==> config.mk <==
export PLATFORM = sky130hd
export DESIGN_NAME = strobe_rx_mux
export DESIGN_NICKNAME = d
export VERILOG_FILES = /design/src/rtl/strobe_rx_mux_pkg.sv /design/src/rtl/strobe_rx_fifo.sv /design/src/rtl/strobe_rx_mux.sv
export SDC_FILE = /design/constraint.sdc
export NUM_CORES = 1
export LEC_CHECK = 0
export CORE_ASPECT_RATIO = 1.4
export CORE_MARGIN = 2
export CORE_UTILIZATION = 54
export CTS_BUF_LIST = sky130_fd_sc_hd__clkbuf_16
export CTS_CLUSTER_DIAMETER = 120
export DETAILED_ROUTE_END_ITERATION = 7
export GPL_TIMING_DRIVEN = 1
export PLACE_DENSITY = 0.77
export SLEW_MARGIN = 20
export SYNTH_ARGS = -nofsm -noshare
export SYNTH_HDL_FRONTEND = slang
export SYNTH_SLANG_ARGS = --single-unit
==> constraint.sdc <==
create_clock -name clk -period 3.6 [get_ports clk]
set_clock_uncertainty 0.05 [all_clocks]
set_input_delay 0.36 -clock clk [delete_from_list [all_inputs] [get_ports clk]]
set_output_delay 0.36 -clock clk [all_outputs]
set_load 0.05 [all_outputs]
==> src/rtl/strobe_rx_mux_pkg.sv <==
// Shared helpers for the strobe receiver: ceiling log2 and channel-tag width.
package strobe_rx_mux_pkg;

   function automatic int clog2(input int n);
      int r;
      r = 0;
      for (int i = 0; i < 31; i++) begin
         if ((1 << i) < n) r = i + 1;
      end
      return r;
   endfunction

   // A single channel still needs a one-bit tag.
   function automatic int chan_w(input int n);
      return (clog2(n) < 1) ? 1 : clog2(n);
   endfunction

endpackage

==> src/rtl/strobe_rx_fifo.sv <==
// Per-channel capture FIFO, WIDTH x DEPTH; head visible combinationally on pop_dat.
// A push into a full FIFO is accepted only when the same cycle pops, otherwise dropped.
module strobe_rx_fifo
   import strobe_rx_mux_pkg::*;
#(
   parameter int WIDTH = 8,
   parameter int DEPTH = 4
) (
   input  logic                     clk,
   input  logic                     rst_n,
   input  logic                     push,
   input  logic [WIDTH-1:0]         push_dat,
   input  logic                     pop,
   output logic [WIDTH-1:0]         pop_dat,
   output logic                     full,
   output logic                     empty,
   output logic [clog2(DEPTH):0]    count
);
   localparam int AW = clog2(DEPTH);

   logic [WIDTH-1:0] mem [DEPTH];
   logic [AW-1:0]    wr_ptr;
   logic [AW-1:0]    rd_ptr;
   logic             wr_en;
   logic             rd_en;

   assign full    = (count == (AW+1)'(DEPTH));
   assign empty   = (count == '0);
   assign wr_en   = push && (!full || pop);
   assign rd_en   = pop && !empty;
   assign pop_dat = mem[rd_ptr];

   always_ff @(posedge clk or negedge rst_n) begin
      if (!rst_n) begin
         for (int i = 0; i < DEPTH; i++) mem[i] <= '0;
         wr_ptr <= '0;
         rd_ptr <= '0;
         count  <= '0;
      end else begin
         if (wr_en) begin
            mem[wr_ptr] <= push_dat;
            wr_ptr      <= wr_ptr + 1'b1;
         end
         if (rd_en) rd_ptr <= rd_ptr + 1'b1;
         if (wr_en && !rd_en)      count <= count + 1'b1;
         else if (!wr_en && rd_en) count <= count - 1'b1;
      end
   end

endmodule

==> src/rtl/strobe_rx_mux.sv <==
// Toggle-strobe receiver: sync, edge-detect, per-channel FIFO, round-robin merge to one stream.
// Event strobes DELAY+1 cycles after a toggle; output is a registered beat held until out_ready.
module strobe_rx_mux
   import strobe_rx_mux_pkg::*;
#(
   parameter int WIDTH = 8,
   parameter int NCH   = 4,
   parameter int DELAY = 2,
   parameter int DEPTH = 4
) (
   input  logic                     clk,
   input  logic                     rst_n,
   input  logic [NCH-1:0]           toggle_in,
   input  logic [NCH*WIDTH-1:0]     data_in,
   output logic [NCH-1:0]           strobe_out,
   output logic                     out_valid,
   input  logic                     out_ready,
   output logic [WIDTH-1:0]         out_data,
   output logic [chan_w(NCH)-1:0]   out_chan,
   output logic [NCH-1:0]           overflow,
   input  logic                     ovf_clear
);
   localparam int CW = chan_w(NCH);
   localparam int AW = clog2(DEPTH);
   localparam int WW = clog2(DELAY + 2);

   if (DELAY < 2) begin : g_bad_delay
      $error("strobe_rx_mux: DELAY must be at least 2");
   end
   if (DEPTH < 2 || (DEPTH & (DEPTH - 1)) != 0) begin : g_bad_depth
      $error("strobe_rx_mux: DEPTH must be a power of 2, at least 2");
   end
   if (NCH < 1 || NCH > 16) begin : g_bad_nch
      $error("strobe_rx_mux: NCH must be 1..16");
   end

   logic [DELAY-1:0] sync_q [NCH];
   logic [NCH-1:0]   sync_out;
   logic [NCH-1:0]   last_q;
   logic [WW-1:0]    warm_q;
   logic             warm_done;
   logic [NCH-1:0]   event_v;
   logic [NCH-1:0]   full_v;
   logic [NCH-1:0]   empty_v;
   logic [NCH-1:0]   pop_v;
   logic [NCH-1:0]   drop_v;
   logic [WIDTH-1:0] head [NCH];
   logic [AW:0]      fifo_cnt [NCH];
   logic [CW-1:0]    rr_q;
   logic [CW-1:0]    grant;
   logic [CW-1:0]    rr_next;
   logic             found;
   logic             load;

   always_comb begin
      sync_out = '0;
      for (int k = 0; k < NCH; k++) sync_out[k] = sync_q[k][DELAY-1];
   end

   // Until the last-level regs have caught up with the synchronisers, level differences are not events.
   assign warm_done = (warm_q == WW'(DELAY + 1));
   assign event_v   = (sync_out ^ last_q) & {NCH{warm_done}};
   assign drop_v    = event_v & full_v & ~pop_v;

   always_ff @(posedge clk or negedge rst_n) begin
      if (!rst_n) begin
         for (int k = 0; k < NCH; k++) sync_q[k] <= '0;
         last_q     <= '0;
         warm_q     <= '0;
         strobe_out <= '0;
         overflow   <= '0;
      end else begin
         for (int k = 0; k < NCH; k++) sync_q[k] <= {sync_q[k][DELAY-2:0], toggle_in[k]};
         last_q     <= sync_out;
         if (!warm_done) warm_q <= warm_q + 1'b1;
         strobe_out <= event_v;
         overflow   <= (ovf_clear ? '0 : overflow) | drop_v;
      end
   end

   for (genvar k = 0; k < NCH; k++) begin : g_ch
      strobe_rx_fifo #(
         .WIDTH (WIDTH),
         .DEPTH (DEPTH)
      ) u_fifo (
         .clk      (clk),
         .rst_n    (rst_n),
         .push     (event_v[k]),
         .push_dat (data_in[k*WIDTH +: WIDTH]),
         .pop      (pop_v[k]),
         .pop_dat  (head[k]),
         .full     (full_v[k]),
         .empty    (empty_v[k]),
         .count    (fifo_cnt[k])
      );

      a_pop_nonempty: assert property (@(posedge clk) disable iff (!rst_n)
         pop_v[k] |-> fifo_cnt[k] != '0);
   end

   // Round-robin: first non-empty channel at or after the pointer wins.
   always_comb begin
      grant = '0;
      found = 1'b0;
      for (int i = 0; i < NCH; i++) begin
         if (!found && !empty_v[(int'(rr_q) + i) % NCH]) begin
            found = 1'b1;
            grant = CW'((int'(rr_q) + i) % NCH);
         end
      end
   end

   assign load    = (!out_valid || out_ready) && found;
   assign rr_next = (int'(grant) == NCH - 1) ? '0 : grant + 1'b1;

   always_comb begin
      pop_v = '0;
      if (load) pop_v[grant] = 1'b1;
   end

   always_ff @(posedge clk or negedge rst_n) begin
      if (!rst_n) begin
         out_valid <= 1'b0;
         out_data  <= '0;
         out_chan  <= '0;
         rr_q      <= '0;
      end else if (load) begin
         out_valid <= 1'b1;
         out_data  <= head[grant];
         out_chan  <= grant;
         rr_q      <= rr_next;
      end else if (out_ready) begin
         out_valid <= 1'b0;
      end
   end

endmodule

==> flow_metrics.py <==
metrics = {
    "status": {
        "status": "finished, final reports clean",
    },
    "sta": {
        "tns_ns": 0,
        "period_needed_ns": 3.249,
        "finalMaxSlewViolations": 0,
        "slew_headroom": 0.2243,
        "worstMarginPinSlew_ns": 1.157,
        "setup_viol": 0,
        "final_hold_viol_count": 0,
        "fmax_ghz": 0.3078,
        "grt_setup_unrepaired": "false",
        "finalWorstSetupSlack_ns": 0.3511,
        "fin_crit_sh": 0.9025,
    },
    "die": {
        "die_h_um": 157.5,
        "rows": 56,
        "initial_core_util": 0.5474,
        "dieArea_um2": 17900,
        "die_x_um": 113.7,
        "core_area_um2": 16610,
        "io_pins": 59,
    },
    "setup_path": {
        "crit_required_ns": 3.92,
        "endpoint_kind": "flip-flop",
        "critPathKind": "reg2reg",
        "worstPathMaxFanout": 11,
        "crit_chain": "o31ai_1 > a21oi_1 > buf_4 > o41ai_2 > nand3_1 > inv_1 > ha_1 > inv_1 > fa_1 > xor2_1 > nor2_1 > xor2_1",
        "setup.worst_path.start_class": "flip-flop",
        "crit_slowest_cell": "o41ai_2",
        "cp.arrival_ns": 3.57,
        "crit_path_max_incr_delay_ns": 0.56,
        "rr_worst_depth": 12,
    },
    "clock_network": {
        "cts_tree": "built",
        "clock_sinks": 191,
        "cts_setup_buffers": 0,
        "clk_path_buf_depth": 2,
        "h-tree-depth": 4,
        "clkLatencyLatePin_ns": 0.44,
        "clockRootBuffer": "clkbuf_16",
        "path_clk_slew_ns": 0.07,
        "cts_buffers": 17,
    },
    "logic_synthesis": {
        "yosysWarnings": 0,
        "yosys.area.top_type": "dfrtp_1",
        "async_flop_share": 1.000,
        "synth_seq_cells": 191,
        "ys.flop_type": "dfrtp_1",
        "ys_seq_area_frac": 0.5258,
        "synth_cells": 660,
        "synth_area_leaders": "dfrtp_1 (53%), mux2_2 (12%), mux4_2 (7.9%)",
        "synth_cell_types": 49,
        "synth_area_um2": 9090,
        "synthesis.nets": 726,
        "synth_top_area_frac": 0.5258,
        "avgSynthCellArea_um2": 13.77,
        "synth_edf_count": 0,
    },
    "cells_and_area": {
        "diodes": 0,
        "fin_nets": 787,
        "final_area_um2": 10510,
        "syn2layout_area_growth_pct": 15.62,
        "utilization": 0.6329,
        "num-fill-cells": 1238,
        "stdcell_count": 935,
        "drive_above_1_share": 0.2582,
    },
    "placed_design": {
        "place_inst": 904,
        "place_area_um2": 9923,
        "place_hpwl_mm": 14.37,
        "dpl_worst_slack_ns": 0.2605,
        "port_buffers": 58,
        "place_congestion": 0.8697,
    },
    "route": {
        "ant_nets": 0,
        "vias_per_cell": 6.168,
        "drc": 0,
        "drt_pass1_iterations": 5,
        "routedWlPerCell_um": 21.92,
        "drtIter0Drc": 439,
        "routed_wl_mm": 20.49,
        "vias": 5767,
    },
    "run": {
        "drv_cap": 0,
    },
    "grt": {
        "antenna_found_initial": 0,
        "grt_max_degree": 93,
        "grt.overflow.total": 0,
        "gr-usage-all-layers": 0.2460,
        "grt_pass1_wl_mm": 33.35,
        "grt_pass1_vias": 6194,
    },
    "pwr": {
        "p_leak_nw": 4.331,
        "ir_drop_v": 0.0004565,
        "powerDensity_nw_per_um2": 1017,
    },
    "hold_path": {
        "worstHoldPathType": "reg2reg",
        "holdPathStages": 0,
    },
}
-- Yosys cell counts (4+ instances only) --
cell type and count:
or3_1 4, fa_1 4, buf_1 13, nor2_1 18
o31a_1 9, a41oi_4 4, ha_1 22, a211oi_1 8
o2bb2ai_1 32, and2_1 5, xor2_1 12, xnor2_1 15
mux4_2 32, nand3_1 15, nand2_1 54, and3_1 5
clkbuf_1 16, nand4_1 11, mux2_1 8, dfrtp_1 191
o22ai_1 10, mux2_2 96, mux2i_1 17, inv_1 15
o31ai_4 4
-- cells by family (layout without fill, tap and decap cells) --
logic type,Yosys count,count (layout),synth area share
AOI/OAI and AO/OA,90,90,0.09690
xor gates and xnor gates,27,27,0.02602
adders and majority gates,26,26,0.03909
buffers and inverters,48,120,0.02023
DFF,191,191,0.5258
muxes,153,153,0.2268
and+or+nand+nor,125,125,0.06511
-- final timing paths --
path / endpoint / slack (ns) / from
worst max register to register: g_ch[1].u_fifo.count[2]$_DFFE_PN0P_ / 0.35 / g_ch[0].u_fifo.count[1]$_DFFE_PN0P_
worst min-delay path: sync_out[3]$_DFF_PN0_ / 0.30 / sync_q[0]$_DFF_PN0_
worst max-delay path: g_ch[1].u_fifo.count[2]$_DFFE_PN0P_ / 0.35 / g_ch[0].u_fifo.count[1]$_DFFE_PN0P_
min in group asynchronous: g_ch[2].u_fifo.mem[21]$_DFFE_PN0P_ / 0.50 / rst_n
worst min register to register: sync_out[3]$_DFF_PN0_ / 0.30 / sync_q[0]$_DFF_PN0_
max in group asynchronous: overflow[0]$_DFF_PN0_ / 2.03 / rst_n
-- critical path, delay by kind of cell (launching register included) --
| family | cells | cell delay (ns) |
|---|---|---|
| xor gates and xnor gates | 2 | 0.32 |
| AOI/OAI and AO/OA | 3 | 1.13 |
| buffers and inverters | 3 | 0.38 |
| DFF | 1 | 0.45 |
| and+or+nand+nor | 2 | 0.30 |
| adders and majority gates | 2 | 0.55 |
-- cells in the final DEF, fill, tap and decap left out, types with 4 or more instances in the layout --
cell / instances
xor2_1: 12
inv_1: 16
clkbuf_16: 17
clkinvlp_4: 4
fa_1: 4
nand3_1: 15
buf_4: 15
mux2i_1: 17
a41oi_4: 4
mux4_2: 32
ha_1: 22
o31a_1: 8
o2bb2ai_1: 32
clkdlybuf4s50_1: 57
dfrtp_1: 191
nand4_1: 11
nand2_1: 54
a211oi_1: 8
nor2_1: 18
and3_1: 5
xnor2_1: 15
mux2_2: 96
o22ai_1: 10
o31ai_4: 4
and2_1: 5
mux2_1: 8
or3_1: 4
-- final cells by class --
type | count | area [um^2] | share of cell area
sequential | 191 | 4780 | 0.4548
multi-input combinational | 421 | 4134 | 0.3933
timing repair buffer | 74 | 706.9 | 0.06726
clock buffer | 17 | 425.4 | 0.04048
tap | 203 | 254.0 | 0.02417
clock inverter | 13 | 150.1 | 0.01429
inverter | 16 | 60.06 | 0.005714
-- layer usage --
metal	wire, um	global-route usage	vias up
li1	-	-	2569
met1	8200	0.2986	2998
met2	10890	0.4343	163
met3	774	0.04582	37
met4	631	0.09698	0
met5	0	0	-
-- power breakdown --
part	switching, mW	total, mW	internal (mW)
Combinational	2.42	4.81	2.39
Sequential	0.857	4.01	3.15
Clock	0.796	1.87	1.07
-- per-stage QoR --
step	hold WS (ns)	power, mW
after global routing	0.3126	11.31
after detailed placement	0.2865	8.818
final	0.2978	10.69
after CTS	0.3011	10.73
after floorplan	0.01441	7.353
after global placement	0.2860	8.500
-- registers in the layout, indices dropped and copies added (netlist names) --
register / cells
g_ch.u_fifo.count: 12
g_ch.u_fifo.mem: 128
g_ch.u_fifo.rd_ptr: 8
g_ch.u_fifo.wr_ptr: 8
last_q: 4
out_chan: 2
out_data: 8
out_valid: 1
overflow: 4
rr_q: 2
strobe_out: 4
sync_out: 4
sync_q: 4
warm_q: 2
-- repair_timing --
item,CTS,global route
hold endpoints to repair,89,0
hold buffers,1,0
setup endpoints to repair,0,1
gates resized for setup,0,1
Note: power is estimated with default switching activity, not from simulation.
